--- config.mk ---
export PLATFORM = sky130hd
export DESIGN_NAME = pattern_resp_misr
export DESIGN_NICKNAME = d
export VERILOG_FILES = /design/src/rtl/pattern_harness_pkg.sv /design/src/rtl/pattern_resp_misr_misr_core.sv /design/src/rtl/pattern_resp_misr.sv
export SDC_FILE = /design/constraint.sdc
export NUM_CORES = 1
export LEC_CHECK = 0
export ABC_AREA = 1
export ABC_CLOCK_PERIOD_IN_PS = 1700
export CORE_ASPECT_RATIO = 0.75
export CORE_MARGIN = 3
export CORE_UTILIZATION = 23
export DETAILED_ROUTE_END_ITERATION = 10
export SYNTH_ARGS = -nofsm -noshare
export SYNTH_HDL_FRONTEND = slang
export SYNTH_HIERARCHICAL = 1
export SYNTH_SLANG_ARGS = --single-unit
--- constraint.sdc ---
create_clock -name blif_clk_net_1_r_15 -period 1.7 [get_ports blif_clk_net_1_r_15]
set_input_delay 0.34 -clock blif_clk_net_1_r_15 [delete_from_list [all_inputs] [get_ports blif_clk_net_1_r_15]]
set_output_delay 0.34 -clock blif_clk_net_1_r_15 [all_outputs]
set_load 0.005 [all_outputs]
--- src/rtl/pattern_harness_pkg.sv ---
// Shared definitions for the pattern_11_15 response-capture harness.
//   - misr_state_e : 2-bit run-control FSM state
//   - RESP_W_DEF   : width of the packed pattern-block response word
//   - IDX_*        : bit positions of the 9 pattern outputs inside resp_in
//   - POLY_DEF / SEED_DEF : default MISR feedback polynomial and seed
package pattern_harness_pkg;

  typedef enum logic [1:0] {
    ST_IDLE   = 2'd0,
    ST_SETTLE = 2'd1,
    ST_ACCUM  = 2'd2,
    ST_DONE   = 2'd3
  } misr_state_e;

  localparam int unsigned RESP_W_DEF = 9;

  localparam int unsigned IDX_G42         = 0;
  localparam int unsigned IDX_N_572       = 1;
  localparam int unsigned IDX_N_573       = 2;
  localparam int unsigned IDX_N_549       = 3;
  localparam int unsigned IDX_N_569       = 4;
  localparam int unsigned IDX_ACVQN2      = 5;
  localparam int unsigned IDX_N_266_AND_0 = 6;
  localparam int unsigned IDX_G199        = 7;
  localparam int unsigned IDX_G214        = 8;

  localparam logic [15:0] POLY_DEF = 16'h1021;
  localparam logic [15:0] SEED_DEF = 16'h0000;

endpackage

--- src/rtl/pattern_resp_misr_misr_core.sv ---
// Signature register of the response compactor.
// Ports:
//   clk, rst        : clock, synchronous active-high reset (register -> seed)
//   load            : load seed (highest priority after reset)
//   en              : fold resp_in into the signature this edge
//   seed, poly      : seed value and feedback polynomial
//   resp_in         : response word, zero-extended to SIG_W
//   sig_o           : current signature
//   sig_next_o      : value the signature takes if en is asserted
module misr_core #(
  parameter int unsigned SIG_W  = 16,
  parameter int unsigned RESP_W = 9
) (
  input  logic              clk,
  input  logic              rst,
  input  logic              load,
  input  logic              en,
  input  logic [SIG_W-1:0]  seed,
  input  logic [SIG_W-1:0]  poly,
  input  logic [RESP_W-1:0] resp_in,
  output logic [SIG_W-1:0]  sig_o,
  output logic [SIG_W-1:0]  sig_next_o
);

  logic [SIG_W-1:0] sig_q, sig_d;

  always_comb begin
    sig_next_o = (sig_q << 1) ^ (sig_q[SIG_W-1] ? poly : '0) ^ SIG_W'(resp_in);
    sig_d      = sig_q;
    if (load)    sig_d = seed;
    else if (en) sig_d = sig_next_o;
  end

  always_ff @(posedge clk) begin
    if (rst) sig_q <= seed;
    else     sig_q <= sig_d;
  end

  assign sig_o = sig_q;

endmodule

--- src/rtl/pattern_resp_misr.sv ---
// Response-capture stage: compacts the pattern block's 9 registered outputs
// into a MISR under a start/done handshake and compares against a golden value.
// Ports:
//   blif_clk_net_1_r_15   : clock (shared with the pattern block)
//   blif_reset_net_1_r_15 : synchronous active-high reset
//   start / clear         : begin a run / abort to IDLE (clear wins)
//   num_vec, golden       : run length and expected signature, sampled on start
//   resp_in, resp_valid   : upstream response word and its qualifier
//   busy, done, pass      : run status; pass is valid while done
//   signature, vec_cnt    : current MISR contents and accepted-response count
module pattern_resp_misr
  import pattern_harness_pkg::*;
#(
  parameter int unsigned      SIG_W      = 16,
  parameter int unsigned      RESP_W     = RESP_W_DEF,
  parameter logic [SIG_W-1:0] POLY       = SIG_W'(POLY_DEF),
  parameter logic [SIG_W-1:0] SEED       = SIG_W'(SEED_DEF),
  parameter int unsigned      CNT_W      = 12,
  parameter int unsigned      SETTLE_CYC = 2
) (
  input  logic              blif_clk_net_1_r_15,
  input  logic              blif_reset_net_1_r_15,
  input  logic              start,
  input  logic              clear,
  input  logic [CNT_W-1:0]  num_vec,
  input  logic [SIG_W-1:0]  golden,
  input  logic [RESP_W-1:0] resp_in,
  input  logic              resp_valid,
  output logic              busy,
  output logic              done,
  output logic              pass,
  output logic [SIG_W-1:0]  signature,
  output logic [CNT_W-1:0]  vec_cnt
);

  misr_state_e      state_q, state_d;
  logic [CNT_W-1:0] vec_cnt_q, vec_cnt_d;
  logic [CNT_W-1:0] num_q, num_d;
  logic [CNT_W-1:0] settle_q, settle_d;
  logic [SIG_W-1:0] golden_q, golden_d;
  logic             pass_q, pass_d;
  logic             misr_load, misr_en;
  logic [SIG_W-1:0] sig_next;

  misr_core #(
    .SIG_W  (SIG_W),
    .RESP_W (RESP_W)
  ) u_misr_core (
    .clk        (blif_clk_net_1_r_15),
    .rst        (blif_reset_net_1_r_15),
    .load       (misr_load),
    .en         (misr_en),
    .seed       (SEED),
    .poly       (POLY),
    .resp_in    (resp_in),
    .sig_o      (signature),
    .sig_next_o (sig_next)
  );

  always_comb begin
    state_d   = state_q;
    vec_cnt_d = vec_cnt_q;
    num_d     = num_q;
    settle_d  = settle_q;
    golden_d  = golden_q;
    pass_d    = pass_q;
    misr_load = 1'b0;
    misr_en   = 1'b0;

    if (clear) begin
      state_d   = ST_IDLE;
      vec_cnt_d = '0;
      settle_d  = '0;
      pass_d    = 1'b0;
      misr_load = 1'b1;
    end else begin
      case (state_q)
        ST_IDLE, ST_DONE: begin
          if (start) begin
            num_d     = num_vec;
            golden_d  = golden;
            vec_cnt_d = '0;
            settle_d  = '0;
            misr_load = 1'b1;
            if (num_vec == '0) begin
              state_d = ST_DONE;
              pass_d  = (SEED == golden);
            end else begin
              state_d = (SETTLE_CYC == 0) ? ST_ACCUM : ST_SETTLE;
              pass_d  = 1'b0;
            end
          end
        end
        ST_SETTLE: begin
          if (settle_q == CNT_W'(SETTLE_CYC - 1)) state_d  = ST_ACCUM;
          else                                    settle_d = settle_q + 1'b1;
        end
        ST_ACCUM: begin
          if (resp_valid) begin
            misr_en   = 1'b1;
            vec_cnt_d = vec_cnt_q + 1'b1;
            // Last response: compare against the signature being written this edge.
            if (vec_cnt_d == num_q) begin
              state_d = ST_DONE;
              pass_d  = (sig_next == golden_q);
            end
          end
        end
        default: state_d = ST_IDLE;
      endcase
    end
  end

  always_ff @(posedge blif_clk_net_1_r_15) begin
    if (blif_reset_net_1_r_15) begin
      state_q   <= ST_IDLE;
      vec_cnt_q <= '0;
      num_q     <= '0;
      settle_q  <= '0;
      golden_q  <= '0;
      pass_q    <= 1'b0;
    end else begin
      state_q   <= state_d;
      vec_cnt_q <= vec_cnt_d;
      num_q     <= num_d;
      settle_q  <= settle_d;
      golden_q  <= golden_d;
      pass_q    <= pass_d;
    end
  end

  assign busy    = (state_q == ST_SETTLE) || (state_q == ST_ACCUM);
  assign done    = (state_q == ST_DONE);
  assign pass    = pass_q;
  assign vec_cnt = vec_cnt_q;

endmodule

==> results of run 1 <==
repair_timing:
action	in CTS	in global routing
setup buffers	3	3
cloned	0	1
resized for setup	27	35
pin swaps	9	11
endpoints found under the setup margin	32	35
registers in the layout, summed over array words and instances (netlist names):
| signal | cells |
|---|---|
| u_misr_core/sig_o | 16 |
| num_q | 12 |
| state_q | 2 |
| golden_q | 16 |
| settle_q | 12 |
| vec_cnt | 12 |
| pass | 1 |
metrics by stage:
stage               std cells  power, mW  hold slack (ns)
global placement         1084       3.15            0.463
finish                   1107       5.10            0.471
floorplan                 695       2.59            0.449
CTS                      1103       5.11            0.474
global route             1107       5.38            0.493
detailed placement       1084       3.16            0.465
cell type report:
type                       instances  area (um^2)  area share
multi-input combinational        531         2710       0.406
sequential                        71         1620       0.242
timing repair buffer             168         1460       0.219
tap                              247          309      0.0463
inverter                          74          280      0.0420
clock buffer                      10          229      0.0343
clock inverter                     6         70.1      0.0105
per-layer routing:
layer / GRT usage / part of all wire / up-vias
met5: 0 / 0.0010 / -
met1: 0.189 / 0.51 / 2046
li1: - / - / 2471
met2: 0.182 / 0.42 / 92
met3: 0.0414 / 0.064 / 13
met4: 0.0289 / 0.0077 / 4
path summary, 6_finish.rpt:
kind	from	endpoint	cells after the start	slack (ns)
max reg2reg	vec_cnt[0]$_SDFFE_PP0P_	state_q[0]$_SDFFE_PP0P_	14	-0.11
min	num_q[0]$_SDFFE_PP0P_	num_q[0]$_SDFFE_PP0P_	2	0.47
min reg2reg	num_q[0]$_SDFFE_PP0P_	num_q[0]$_SDFFE_PP0P_	2	0.47
max	vec_cnt[0]$_SDFFE_PP0P_	state_q[0]$_SDFFE_PP0P_	14	-0.11
logic make-up (layout without fill, tap and decap cells):
family / after synthesis / after routing
simple gates: 386 / 386
fa+ha+maj: 8 / 8
compound gates: 78 / 78
xor+xnor: 27 / 27
buf+inv: 93 / 258
other cells: 2 / 32
flops: 71 / 71
cells in the final DEF, fill, tap and decap left out, drive strengths merged, types with 11 or more instances in the layout:
master,n
nand2,252
buf,96
inv,74
clkdlybuf4s50,66
nor2,61
dfxtp,55
a21oi,49
nand3,49
conb,32
edfxtp,16
xnor2,14
xor2,13
a211oi,11
clkbuf,11
worst register-to-register path, cell delays in order, from the launching register on:
cell,delay (ns)
dfxtp_4,0.36
ha_1,0.24
nand2_1,0.12
o21bai_2,0.09
buf_4,0.14
nand3_1,0.06
nand2_1,0.07
nor2_2,0.10
nand2_1,0.09
nor2_2,0.10
nand2_2,0.08
nand2_4,0.10
nand3_1,0.07
nand2_1,0.06
nor2_1,0.03
power by group through the flow:
stage / logic (mW) / clock network [mW] / registers [mW]
floorplan: 0.632 / 0 / 1.95
global placement: 1.19 / 0 / 1.96
detailed placement: 1.19 / 0 / 1.97
CTS: 1.22 / 1.97 / 1.93
global route: 1.41 / 2.04 / 1.93
finish: 1.27 / 1.91 / 1.92
==> flow_metrics.env, run 1 <==
export IMPL_synthesis_area_um2=4420
export IMPL_grt_max_degree=20
export IMPL_coreArea_um2=18700
export IMPL_path_cells="ha_1, nand2_1, o21bai_2, buf_4, nand3_1, nand2_1, nor2_2, nand2_1, nor2_2, nand2_2, nand2_4, nand3_1, nand2_1, nor2_1"
export IMPL_cp_end_kind="flop"
export IMPL_clock_path_buffers=2
export IMPL_setup_ws_ns=-0.113
export IMPL_switching_share=0.297
export IMPL_via_per_inst=4.18
export IMPL_crit_fanout=6
export IMPL_dp_worst_setup_slack_ns=-0.414
export IMPL_run_status="finished with violations"
export IMPL_crit_type="flop to flop"
export IMPL_path_buf_inv=1
export IMPL_grt_usage=0.128
export IMPL_final_area_um2=6670
export IMPL_vias=4626
export IMPL_cts_root_buffer="clkbuf_16"
export IMPL_synth_top_family_by_area="simple AND/OR/NAND/NOR gates"
export IMPL_route_detailed_drc=0
export IMPL_synth_top_cell_area_share=0.249
export IMPL_initialDrtViolationCount=241
export IMPL_cts_buffers=9
export IMPL_max_freq_ghz=0.552
export IMPL_cts_hold_buf=0
export IMPL_synth_yosys_seq_area_share=0.358
export IMPL_synth_flop_cell="dfxtp_1"
export IMPL_leakage_nw=2.94
export IMPL_io_pins=73
export IMPL_async_reset_ff_frac=0
export IMPL_seqPwrFrac=0.376
export IMPL_drv_cap=0
export IMPL_netlist_instances=665
export IMPL_powerDensity_nw_per_um2=764
export IMPL_avgRoutedWirePerCell_um=12.2
export IMPL_fin_crit_sh=1.07
export IMPL_yosys_area_share_xor_xnor=0.0671
export IMPL_syn_to_final_growth_pct=50.9
export IMPL_rsz0062_at_grt="yes"
export IMPL_setup_viol=3
export IMPL_ys_top_cells_by_area="dfxtp_1, nand2_1, edfxtp_1"
export IMPL_maxSlewViolCount=0
export IMPL_clk_pin_slew_ns=0.06
export IMPL_finalHoldViolCount=0
export IMPL_netlist_cell_type_count=38
export IMPL_synth_compound_area_frac=0.101
export IMPL_yosys_area_share_simple=0.365
export IMPL_wirelength_um=13500
export IMPL_start_util=0.237
export IMPL_critPathLaunchType="flop"
export IMPL_clock_power_share=0.375
export IMPL_synth_most_common_cell="nand2_1"
export IMPL_cp_common_cell="nand2_1"
export IMPL_cp_slowest_cell="dfxtp_4"
export IMPL_grt_antenna_before_repair=2
export IMPL_hp_class="flop to flop"
export IMPL_synth_seq_cells=71
export IMPL_violations="setup timing"
export IMPL_ant_nets=0
export IMPL_nNetsFinal=905
export IMPL_placed_area_um2=6150
export IMPL_avgSynthCellArea_um2=6.65
export IMPL_crit_path_max_incr_delay_ns=0.36
export IMPL_portBuffers=72
export IMPL_synthMuxAreaShare=0
export IMPL_crit_arrival_ns=2.04
export IMPL_combPwrFrac=0.249
export IMPL_htreeDepth=3
export IMPL_synth_adder_area_share=0.0226
export IMPL_grt_pass1_vias=4255
export IMPL_die_height_um=126
export IMPL_fin_setup_tns_ns=-0.285
export IMPL_die_x_um=166
export IMPL_cp_data_required_time_ns=1.92
export IMPL_rows=43
export IMPL_switching_power_mw=1.51
export IMPL_diodes=0
export IMPL_grt_pass1_wl_um=21700
export IMPL_die_area_um2=20900
export IMPL_internal_power_mw=3.58
export IMPL_fin_skew_ns=0.0124
export IMPL_fillers=1951
export IMPL_cp_top_family="simple AND/OR/NAND/NOR gates"
export IMPL_synth_top_area_cell="dfxtp_1"
export IMPL_fin_crit_ns=1.81
export IMPL_synth_edf_count=16
export IMPL_cts_sinks=71
export IMPL_yosys_warnings=6
export IMPL_gr_total_overflow=0
export IMPL_gp_congestion=0.851
export IMPL_clk_latency_ns=0.34
export IMPL_cts_tree="done"
export IMPL_drt_pass1_iterations=4
export IMPL_drive_gt1_frac=0.205
export IMPL_worst_ir_drop_vdd_mv=0.507
export IMPL_synth_top_cells_by_count="nand2_1, inv_1, dfxtp_1, nor2_1, a21oi_1"
export IMPL_fin_util=0.357
export IMPL_place_hpwl_um=10300
Note: power is estimated with default switching activity, not from simulation.
==> run 2, diff against run 1 <==
- CORE_MARGIN: 3 -> default
==> flow_metrics.env, run 2 (synthesis gave the netlist of run 1 again) <==
export IMPL_seqPwrFrac=0.360
export IMPL_worst_ir_drop_vdd_mv=0.474
export IMPL_gp_congestion=0.885
export IMPL_syn_to_final_growth_pct=55.4
export IMPL_startpoint="vec_cnt[2]$_SDFFE_PP0P_"
export IMPL_internal_power_mw=3.79
export IMPL_crit_type="flop to flop"
export IMPL_fin_crit_sh=1.04
export IMPL_initialDrtViolationCount=201
export IMPL_final_common_cell="nand2_1"
export IMPL_critPathLaunchType="flop"
export IMPL_io_pins=73
export IMPL_fin_skew_ns=0.0107
export IMPL_clock_power_share=0.385
export IMPL_finalHoldViolCount=0
export IMPL_hp_class="flop to flop"
export IMPL_gr_total_overflow=0
export IMPL_placed_area_um2=6170
export IMPL_grt_antenna_before_repair=1
export IMPL_combPwrFrac=0.255
export IMPL_clk_pin_slew_ns=0.06
export IMPL_die_x_um=162
export IMPL_grt_max_degree=21
export IMPL_reg2reg_from="vec_cnt[2]$_SDFFE_PP0P_"
export IMPL_powerDensity_nw_per_um2=776
export IMPL_drv_cap=0
export IMPL_cp_end_kind="flop"
export IMPL_grt_pass1_wl_um=21100
export IMPL_crit_arrival_ns=2.00
export IMPL_clock_path_buffers=2
export IMPL_switching_power_mw=1.54
export IMPL_final_area_um2=6870
export IMPL_diodes=0
export IMPL_crit_fanout=6
export IMPL_max_freq_ghz=0.563
export IMPL_setup_viol=3
export IMPL_fin_setup_tns_ns=-0.224
export IMPL_route_detailed_drc=0
export IMPL_coreArea_um2=18700
export IMPL_mostFrequentLayoutCells="nand2_1, buf_4, inv_1"
export IMPL_endpoint="pass$_SDFFE_PP0P_"
export IMPL_rsz0062_at_grt="yes"
export IMPL_maxSlewViolCount=0
export IMPL_vias=4696
export IMPL_wirelength_um=13600
export IMPL_drive_gt1_frac=0.233
export IMPL_grt_pass1_vias=4237
export IMPL_run_status="finished with violations"
export IMPL_cp_data_required_time_ns=1.93
export IMPL_ant_nets=0
export IMPL_portBuffers=72
export IMPL_r2r_cells=13
export IMPL_start_util=0.237
export IMPL_via_per_inst=4.23
export IMPL_nNetsFinal=908
export IMPL_die_height_um=122
export IMPL_die_area_um2=19800
export IMPL_r2r_slack_ns=-0.08
export IMPL_r2r_end="pass$_SDFFE_PP0P_"
export IMPL_cts_sinks=71
export IMPL_hold_worst_slack_ns=0.473
export IMPL_cts_tree="done"
export IMPL_setup_ws_ns=-0.0759
export IMPL_violations="setup timing"
export IMPL_clk_latency_ns=0.34
export IMPL_drt_pass1_iterations=4
export IMPL_place_hpwl_um=9990
export IMPL_leakage_nw=3.14
export IMPL_cts_root_buffer="clkbuf_16"
export IMPL_cts_buffers=9
export IMPL_fin_crit_ns=1.78
export IMPL_rows=43
export IMPL_avgRoutedWirePerCell_um=12.3
export IMPL_grt_usage=0.139
export IMPL_htreeDepth=3
export IMPL_switching_share=0.289
export IMPL_fin_util=0.368
## run 2: repair_timing
item	CTS	global route
setup endpoints to repair	30	48
hold buffers	0	0
gates cloned	1	1
resized for setup	31	69
buffers inserted	3	5
pin swaps	6	18
## run 2: final cells by class
class / instances / area (um^2)
repair buffers: 171 / 1560
clock buffers: 9 / 225
well taps: 247 / 309
fillers: 1963 / 11800
inverters: 74 / 284
flip-flops and latches: 71 / 1610
clock inverters: 7 / 96.3
multi-input cells: 531 / 2790
## run 2: critical path: stages (launching register included)
cell and delay, ns:
dfxtp_2 0.36, buf_4 0.14, nand2_1 0.06, nor2_2 0.15, buf_4 0.13, nand4_1 0.12, nand3_1 0.15, nand2_1 0.07
nand2_1 0.07, nor2_1 0.06, nand2_2 0.08, nand2_4 0.08, a21oi_1 0.14, nor2_1 0.06
## run 2: worst min path at each step
stage                     slack, ns                      start  cells past startpoint                         to
after global routing           0.49  golden_q[14]$_SDFFE_PP0P_                      2  golden_q[14]$_SDFFE_PP0P_
after floorplan                0.45     num_q[11]$_SDFFE_PP0P_                      2     num_q[11]$_SDFFE_PP0P_
after global placement         0.46  golden_q[10]$_SDFFE_PP0P_                      2  golden_q[10]$_SDFFE_PP0P_
after detailed placement       0.46      num_q[0]$_SDFFE_PP0P_                      2      num_q[0]$_SDFFE_PP0P_
after CTS                      0.47      num_q[0]$_SDFFE_PP0P_                      2      num_q[0]$_SDFFE_PP0P_
final                          0.47      num_q[0]$_SDFFE_PP0P_                      2      num_q[0]$_SDFFE_PP0P_
## run 2: power groups by stage
stage	sequential, mW	clock, mW	combinational [mW]
after floorplan	1.95	0	0.632
after global placement	1.96	0	1.20
after detailed placement	1.96	0	1.20
after CTS	1.92	2.12	1.25
after global routing	1.93	2.19	1.50
final	1.92	2.05	1.36
## run 2: layer usage
layer  up-vias  track usage  part of all wire  wire (um)
li1       2486            -                 -          -
met1      2109        0.185              0.50       6780
met2        93        0.209              0.43       5800
met3         6       0.0572             0.072        984
met4         2       0.0254            0.0046         63
met5         -            0           0.00095         13
## run 2: stage by stage
stage	setup slack, ns	power [mW]	std cells
floorplan	0.00937	2.59	695
global placement	-0.372	3.16	1084
detailed placement	-0.394	3.17	1084
CTS	-0.126	5.30	1104
global route	-0.224	5.62	1110
finish	-0.0759	5.33	1110
